File: config.mk
export PLATFORM = sky130hd
export DESIGN_NAME = quad_dec
export DESIGN_NICKNAME = d
export VERILOG_FILES = /design/src/rtl/quad_dec.sv
export SDC_FILE = /design/constraint.sdc
export NUM_CORES = 1
export LEC_CHECK = 0
export BUFFER_PORTS_ARGS = -buffer_cell sky130_fd_sc_hd__buf_2
export CAP_MARGIN = 30
export CORE_ASPECT_RATIO = 0.7
export CORE_MARGIN = 2
export CORE_UTILIZATION = 55
export DETAILED_ROUTE_END_ITERATION = 6
export PLACE_DENSITY_LB_ADDON = 0.2
export SETUP_SLACK_MARGIN = 0.1
export SYNTH_ARGS = -nofsm -noshare
export SYNTH_HDL_FRONTEND = slang
export SYNTH_SLANG_ARGS = --single-unit
File: constraint.sdc
create_clock -name clk -period 1.65 [get_ports clk]
set_input_delay 0.165 -clock clk [delete_from_list [all_inputs] [get_ports clk]]
set_output_delay 0.165 -clock clk [all_outputs]
set_load 0.005 [all_outputs]
File: src/rtl/quad_dec.sv
// ---------------------------------------------------------------------------
// quad_dec
//
// Quadrature rotary-encoder front end for the LED dimmer. The two encoder
// contacts are synchronised and debounced. The accepted {a,b} state is then
// decoded as a Gray-code position. One inc/dec pulse is produced per
// mechanical detent, and illegal two-bit jumps are flagged on err.
//
// Parameters
//   DEB_CYCLES       : clocks a new contact level must persist before it is
//                      accepted (>= 1)
//   STEPS_PER_DETENT : quadrature steps per output pulse (1, 2 or 4)
//
// Ports
//   clk    : clock, rising edge
//   rst_n  : asynchronous reset, active low
//   enc_a  : contact A, asynchronous, idle high
//   enc_b  : contact B, asynchronous, idle high
//   inc    : one-cycle pulse per clockwise detent
//   dec    : one-cycle pulse per counter-clockwise detent
//   err    : one-cycle pulse when both contacts are accepted in one cycle
// ---------------------------------------------------------------------------
module quad_dec #(
    parameter int DEB_CYCLES       = 50000,
    parameter int STEPS_PER_DETENT = 4
) (
    input  logic clk,
    input  logic rst_n,
    input  logic enc_a,
    input  logic enc_b,
    output logic inc,
    output logic dec,
    output logic err
);

    localparam int                CNT_W    = $clog2(DEB_CYCLES + 1);
    localparam logic [CNT_W-1:0]  CNT_LAST = CNT_W'(DEB_CYCLES - 1);
    localparam logic signed [3:0] ACC_TOP  = 4'(STEPS_PER_DETENT);

    typedef enum logic [1:0] {
        STEP_NONE,
        STEP_CW,
        STEP_CCW,
        STEP_BAD
    } step_t;

    // Classify one transition of the accepted {a,b} state. The clockwise
    // order is 11 -> 10 -> 00 -> 01 -> 11. Any single-bit change that is not
    // clockwise is therefore counter-clockwise.
    function automatic step_t gray_step(input logic [1:0] from_ab,
                                        input logic [1:0] to_ab);
        step_t result;
        result = STEP_CCW;
        if (from_ab == to_ab) begin
            result = STEP_NONE;
        end else if ((from_ab ^ to_ab) == 2'b11) begin
            result = STEP_BAD;
        end else begin
            case ({from_ab, to_ab})
                4'b11_10, 4'b10_00, 4'b00_01, 4'b01_11: result = STEP_CW;
                default:                                result = STEP_CCW;
            endcase
        end
        return result;
    endfunction

    // Bit 1 carries contact A and bit 0 carries contact B.
    logic [1:0]       sync_p0;
    logic [1:0]       sync_p1;
    logic [1:0]       stable;
    logic [CNT_W-1:0] deb_cnt [2];
    logic [1:0]       prev;
    logic signed [3:0] acc;

    step_t             step;
    logic signed [3:0] acc_nxt;
    logic              inc_nxt;
    logic              dec_nxt;
    logic              err_nxt;

    // ---- stage 0/1: two-flop synchroniser; only sync_p1 is used downstream
    always_ff @(posedge clk or negedge rst_n) begin
        if (!rst_n) begin
            sync_p0 <= 2'b11;
            sync_p1 <= 2'b11;
        end else begin
            sync_p0 <= {enc_a, enc_b};
            sync_p1 <= sync_p0;
        end
    end

    // ---- stage 2: per-channel debounce. A differing level must be seen for
    // DEB_CYCLES consecutive clocks. Any return to the stable level restarts
    // the count.
    always_ff @(posedge clk or negedge rst_n) begin
        if (!rst_n) begin
            stable <= 2'b11;
            for (int i = 0; i < 2; i++) begin
                deb_cnt[i] <= '0;
            end
        end else begin
            for (int i = 0; i < 2; i++) begin
                if (sync_p1[i] == stable[i]) begin
                    deb_cnt[i] <= '0;
                end else if (deb_cnt[i] == CNT_LAST) begin
                    stable[i]  <= sync_p1[i];
                    deb_cnt[i] <= '0;
                end else begin
                    deb_cnt[i] <= deb_cnt[i] + CNT_W'(1);
                end
            end
        end
    end

    // ---- stage 3: decode and detent accumulation
    always_comb begin
        step    = gray_step(prev, stable);
        acc_nxt = acc;
        inc_nxt = 1'b0;
        dec_nxt = 1'b0;
        err_nxt = 1'b0;
        case (step)
            STEP_CW: begin
                if (acc + 4'sd1 == ACC_TOP) begin
                    acc_nxt = '0;
                    inc_nxt = 1'b1;
                end else begin
                    acc_nxt = acc + 4'sd1;
                end
            end
            STEP_CCW: begin
                if (acc - 4'sd1 == -ACC_TOP) begin
                    acc_nxt = '0;
                    dec_nxt = 1'b1;
                end else begin
                    acc_nxt = acc - 4'sd1;
                end
            end
            STEP_BAD: begin
                acc_nxt = '0;
                err_nxt = 1'b1;
            end
            default: ;
        endcase
    end

    always_ff @(posedge clk or negedge rst_n) begin
        if (!rst_n) begin
            prev <= 2'b11;
            acc  <= '0;
            inc  <= 1'b0;
            dec  <= 1'b0;
            err  <= 1'b0;
        end else begin
            prev <= stable;
            acc  <= acc_nxt;
            inc  <= inc_nxt;
            dec  <= dec_nxt;
            err  <= err_nxt;
        end
    end

endmodule
==> impl_results.md, run 1 <==
* Clock skew at between 0.002 and 0.003 ns
* Initial antenna violation count at 0
* Share of the synthesized area in the top cell type at 40.6%
* Ratio of cells with drive above 1 in the final layout at between 30% and 40%
* Post-synth ARST share at between 90% and 100%
* Routed wire length at ~5300 um
* Core Area at 0.00428 mm^2
* Global-route wire length before repair at 8550 um
* Clock root buffer: clkbuf_8
* Reg2reg start: deb_cnt[26]
* Drt wl/cell at 15.8 um
* Cells after Synth at between 200 and 250
* CTS tree: done
* CP Cell Sequence: or3_4 -> o41ai_4 -> buf_6 -> nor2_1
* H-Tree Depth at 2
* Worst Setup Start Kind: flop
* Commonest non-fill, non-tap cell in the layout: dfrtp_1
* Dpl hpwl at approximately 3300 um
* Filler Cell Count at between 300 and 400
* Hold Slack at 0.359 ns
* CTS buffer count at 5
* Static Leakage at between 1 and 1.5 nW
* Hold Path Origin: sync_p0[0]
* CP max stage cell: or3_4
* Slew @ Worst Pin at roughly 0.35 ns
* CTS max path bufs at 2
* Mapped Avg Cell Area at between 10 and 15 um^2
* Port Buffer Count at 6
* Crit path to: deb_cnt[21]
* Min-Delay Path Class: flop to flop
* Minimum clock period at around 1.6 ns
* # diodes at 0
* Setup Viol. Count Final at 0
* Syn Nets at approximately 240
* Reg-to-reg slack, setup at ~0.07 ns
* Worst setup EP type: flop
* GRT overflow at 0
* GRT Util Overall at between 20 and 25%
* Critical Path Max Stage Delay at approximately 0.43 ns
* Setup CP Type: flop to flop
* Number of global-route vias before repair at between 1,500 and 2,000
* I/O pins at 7
* Yosys warns at 0
* Clock-pin slew on the worst setup and hold paths at 0.08 ns
* Mapped Area at about 0.0024 mm^2
* # rows at 20
* Crit-path max FO at 12
* Area delta synth->final at 27.2%
* FF-to-FF End: deb_cnt[21]
* Post-synth EDFFs at 0
* CP required at 1.83 ns
* RSZ-0062 raised after global routing: yes
* Sequential area share after synthesis at around half
* Outcome: complete, no violations
* FMAX at 632 MHz
* Pin count of the biggest net entering global routing at 25
* Iter 0 DRT Violations at between 100 and 150
* DRC Markers at 0
* PwrDens at about 660 mW/mm^2
* Critical Path Start: deb_cnt[26]
* MaxCap Viol Count at 0
* Final layout net count at 290
* Die area at 0.00493 mm^2
* Routed vias at between 1,500 and 2,000
* Slew Limit Fails at 0
* Dominant cell type by area after synthesis: dfrtp_1
* Clock tree sinks at 47
* Via density per instance at about 5.6
* Fin crit share at 95.8%
* Synth Register Bits at 47
* Chip height at between 50 and 60 um
* Top cells by area, synth: dfrtp_1 41%, dfstp_2 8.7%, xnor2_1 5.8%
* Maximum VDD drop at around 0.00046 V
* CP arrival at 1.76 ns
* GP Congestion at a little under 0.9
* Cells on worst reg2reg path at 4
* Skew-Pair Late Insertion Delay at 0.29 ns
* Post-DRT Antenna Nets at 0
* Most frequent cells in the layout: 37 x dfrtp_1, 34 x buf_4, 30 x nor2_1, 16 x nand2_1, 16 x xnor2_1
* Finished Layout Cells at ~340
* Initial Util at 56.2%
* Hold Violations, Final at 0
* Placed cell count at 314
* Die width at 83.1 um
* Distinct cells, synth at just under 50
* Top FF cell, synth: dfrtp_1
* Worst slew margin at between 70% and 80%
* First-pass iteration count of the detailed router at 4
==> worst max-delay path: cells and delay by family, from the launching register on <==
kind	cells	cell delay (ns)
buffers and inverters	1	0.20
flip-flops	1	0.40
AO/OA/AOI/OAI	1	0.37
AND/OR/NAND/NOR	2	0.50
==> area by class of cell <==
cell class	instances	area [um^2]	share of cell area, %
clock buffers	8	100	3.27
inverters	6	22.5	0.736
multi-input cells	176	1340	43.9
flip-flops and latches	47	1190	38.8
well taps	55	68.8	2.25
repair buffers	45	338	11.0
==> flip-flops by register name, summed over array words and instances, names as in the netlist <==
| signal | cells |
|---|---|
| acc | 4 |
| deb_cnt | 32 |
| dec | 1 |
| err | 1 |
| inc | 1 |
| prev | 2 |
| stable | 2 |
| sync_p0 | 2 |
| sync_p1 | 2 |
==> power by group <==
| part | total (mW) | switching [mW] | internal (mW) |
|---|---|---|---|
| Combinational | 0.0968 | 0.0540 | 0.0428 |
| Sequential | 1.19 | 0.0205 | 1.17 |
| Clock | 0.744 | 0.362 | 0.383 |
==> routing by layer <==
metal | part of all wire, % | wire length (um) | GRT usage [%] | vias to the layer above
li1 | - | - | - | 925
met1 | 51 | 2710 | 32.1 | 919
met2 | 45 | 2390 | 33.6 | 31
met3 | 2.8 | 147 | 4.60 | 8
met4 | 1.5 | 82 | 4.92 | 0
met5 | 0 | 0 | 0 | -
==> kinds of logic after synthesis <==
family | after synthesis | share of synthesized area (%)
compound gates | 24 | 7.39
xor+xnor | 31 | 11.3
fa+ha+maj | 5 | 2.60
buf+inv | 12 | 2.29
flops | 47 | 49.3
mux | 2 | 0.936
simple gates | 114 | 26.2
==> cells in the mapped netlist, types with 3 or more instances <==
library cell / count
nand2_1: 16
a21oi_1: 6
o21ai_0: 5
nor2_1: 33
nor4_1: 4
nor3_1: 7
dfstp_2: 8
or3_1: 3
nand3_1: 14
xnor2_1: 16
clkbuf_1: 3
nand4_1: 9
dfrtp_1: 39
and4_1: 3
xor2_1: 15
and3_1: 5
ha_1: 5
inv_1: 6
==> worst min-delay path by stage <==
stage / end / slack [ns] / depth (start not counted)
finish: sync_p1[0] / 0.36 / 0
detailed placement: deb_cnt[31] / 0.18 / 2
floorplan: acc[0] / -0.13 / 0
global route: sync_p1[1] / 0.36 / 0
CTS: sync_p1[0] / 0.36 / 0
global placement: deb_cnt[31] / 0.18 / 2
==> per-stage QoR <==
step | util (%) | cell area, um^2 | TNS, ns | power (mW) | setup WS [ns]
floorplan | - | 2430 | 0 | 1.24 | 0.0621
global placement | 62.6 | 2680 | 0 | 1.29 | 0.0494
detailed placement | 62.6 | 2680 | 0 | 1.29 | 0.0000790
CTS | 66.8 | 2860 | 0 | 2.04 | 0.0733
global route | 71.5 | 3060 | -0.0312 | 2.13 | -0.0167
finish | 71.5 | 3060 | 0 | 2.03 | 0.0685
==> repair_timing <==
item,CTS,global route
buffers inserted,4,8
setup endpoints to repair,15,35
pin swaps,7,9
gates resized for setup,5,30
endpoints found under the hold margin,41,0
hold buffers,3,0
cloned,0,0
Note: power is estimated with default switching activity, not from simulation.
==> run 2, diff against run 1 <==
Settings changed: ABC_AREA from default to 1, CTS_CLUSTER_DIAMETER from default to 150, GPL_TIMING_DRIVEN from default to 0.
==> run 2 against run 1 <==
Effect of this change: clock-buffer cell count is 1 lower; non-clock buffer count is 29 lower; flip-flop and latch count stayed put; first-iteration DRC count is 33% higher; worst setup slack better by 0.12 ns; critical endpoint is now deb_cnt[0]; via count is 5.8% higher; sequential share of layout area is 3.7 points higher; die area is 3.5% higher; register-to-register slack better by 0.12 ns; critical path type unchanged; final cell count is 20% higher; maximum frequency is 7.9% higher.
==> impl_results.md, run 2 <==
* Reg area at 0.00119 mm^2
* Fin crit share at 88.8%
* Top reg by flops: deb_cnt
* GRT Util Overall at between 20% and 30%
* Mapped Avg Cell Area at about 7.7 um^2
* CTS buffer count at 5
* Clock skew at around 0.0038 ns
* GRT overflow at 0
* Hold Slack at 0.312 ns
* Synth Register Bits at 47
* Minimum clock period at around 1.5 ns
* Distinct cells, synth at 26
* Max reg flops at 32
* Slew Limit Fails at 0
* Min-Delay Path Class: input pin to async pin
* CP required at 1.84 ns
* Mapped Area at about 0.0025 mm^2
* CTS tree: done
* Setup_tns at 0 ns
* Routed vias at ~2,000
* Setup Viol. Count Final at 0
* Biggest regs: deb_cnt (32), acc (4)
* Top post-synthesis cells by count: 85 x nand2_1, 63 x nor2_1, 42 x inv_1
* Global-route wire length before repair at 8080 um
* Routed wire length at roughly 4600 um
* Area delta synth->final at 11.9%
* Worst Setup Start Kind: flop
* Clock tree sinks at 47
* # diodes at 0
* Critical Path Max Stage Delay at 0.37 ns
* Hold Violations, Final at 0
* Dominant cell type by area after synthesis: dfrtp_1
* Crit-path max FO at 6
* DP Worst Slack at approximately 0.12 ns
* MaxCap Viol Count at 0
* CP arrival at 1.66 ns
* Core Area at 0.00435 mm^2
* Worst setup EP type: flop
* Static Leakage at around 1.3 nW
* Most frequent CP cell: nor2_1
* CTS max path bufs at 2
* Iter 0 DRT Violations at about 150
* CP max stage cell: dfrtp_1
* DRC Markers at 0
* Filler Cell Count at about 400
* Commonest non-fill, non-tap cell in the layout: nand2_1
* # rows at 20
* Sequential area share after synthesis at 47.5%
* H-Tree Depth at 2
* Share of the synthesized area in the top cell type at about two fifths
* Buf/Inv on CP at 1
* Final layout net count at between 300 and 400
* GP Congestion at 0.859
* Area taken by multi-input logic gates at approximately 0.0012 mm^2
* PwrDens at just under 700 mW/mm^2
* Post-synth EDFFs at 0
* Slew @ Worst Pin at between 0.3 and 0.4 ns
* First-pass iteration count of the detailed router at 4
* Initial Util at 57.3%
* Yosys warns at 0
* Pin count of the biggest net entering global routing at 33
* Port Buffer Count at 6
* FMAX at 682 MHz
* Outcome: complete, no violations
* Setup CP Type: flop to flop
* Clock-pin slew on the worst setup and hold paths at approximately 0.08 ns
* CP Cell Sequence: ha_1 -> nand2_1 -> nor2_4 -> inv_2 -> nor2_1 -> nand3_2 -> nand2_2 -> nor2_1
* Worst setup margin at ~0.18 ns
* Maximum VDD drop at approximately 0.0004 V
* Most frequent cells in the layout: 82 x nand2_1, 62 x nor2_1, 41 x inv_1, 37 x dfrtp_1, 17 x nand3_1
* Top cells by area, synth: dfrtp_1 39%, nand2_1 13%, nor2_1 9.5%
* Die width at between 80 and 90 um
* Cell with the most instances after synthesis: nand2_1
* RSZ-0062 raised after global routing: yes
* Via density per instance at around 4.9
* Drt wl/cell at ~12 um
* Clock root buffer: clkbuf_8
* CP top delay family: simple AND/OR/NAND/NOR gates
* Post-DRT Antenna Nets at 0
* Ratio of cells with drive above 1 in the final layout at 15.2%
* Die area at about 0.0051 mm^2
* Post-synth ARST share at between 90% and 100%
* Skew-Pair Late Insertion Delay at 0.30 ns
* Syn Nets at between 300 and 400
* Dpl hpwl at 3410 um
* Initial antenna violation count at 0
* Number of global-route vias before repair at around 1,800
* Cells after Synth at ~330
* I/O pins at 7
* Chip height at between 60 and 70 um
* Worst slew margin at 74.2%
* Top FF cell, synth: dfrtp_1
[run 2: power by group]
part	internal (mW)	leakage [nW]	total (mW)	switching [mW]
registers	1.17	0.620	1.18	0.0120
clock network	0.298	0.0422	0.672	0.374
logic	0.0270	0.644	0.0789	0.0519
total	1.50	1.31	1.94	0.438
[run 2: logic make-up (layout without fill, tap and decap cells)]
family          after synthesis  in the layout  synth area share, %
simple gates                195            195                 34.2
flops                        47             47                 47.5
buf+inv                      46             69                 6.97
compound gates               17             17                 3.56
xor+xnor                     15             15                 5.26
fa+ha+maj                     5              5                 2.51
[run 2: what timing repair did]
item	in CTS	in global routing
setup endpoints to repair	0	18
setup buffers	0	5
hold buffers	3	0
gates resized for setup	0	10
hold endpoints to repair	16	0
[run 2: path summary, 6_finish.rpt]
path                       startpoint           to  slack (ns)  cells past startpoint
hold reg to reg            sync_p0[0]   sync_p1[0]        0.36                      0
setup reg to reg           deb_cnt[0]   deb_cnt[0]        0.18                      8
max in group asynchronous       rst_n   sync_p0[0]        0.78                      3
min in group clk           sync_p0[0]   sync_p1[0]        0.36                      0
setup / recovery           deb_cnt[0]   deb_cnt[0]        0.18                      8
hold / removal                  rst_n  deb_cnt[13]        0.31                      2
[run 2: per-stage QoR]
step	cells	utilization, %	area (um^2)	power (mW)
5_1_grt	403	64.2	2790	2.01
2_1_floorplan	325	-	2500	1.24
3_3_place_gp	386	59.6	2590	1.27
4_1_cts	398	62.6	2730	1.95
6_report	403	64.2	2790	1.94
3_5_place_dp	387	60.1	2620	1.28
[run 2: metal layers]
metal / GRT usage [%] / part of all wire (%) / vias up
met5: 0 / 0 / -
met4: 6.80 / 0.63 / 0
met3: 4.49 / 3.8 / 3
met2: 31.2 / 43 / 34
met1: 29.7 / 53 / 910
li1: - / - / 1045
[run 2: layout make-up]
| class | instances | share of cell area (%) |
|---|---|---|
| Inverter | 45 | 6.05 |
| Sequential cell | 47 | 42.5 |
| Clock inverter | 1 | 0.179 |
| Timing Repair Buffer | 15 | 4.21 |
| Buffer | 1 | 0.179 |
| Tap cell | 55 | 2.46 |
| Clock buffer | 7 | 2.73 |
| Multi-Input combinational cell | 232 | 41.6 |
[run 2: worst reg2reg max path: cells and delay by family, from the launching register on]
family | cells | cell delay, ns
simple gates | 6 | 0.74
flops | 1 | 0.37
fa+ha+maj | 1 | 0.18
buf+inv | 1 | 0.06
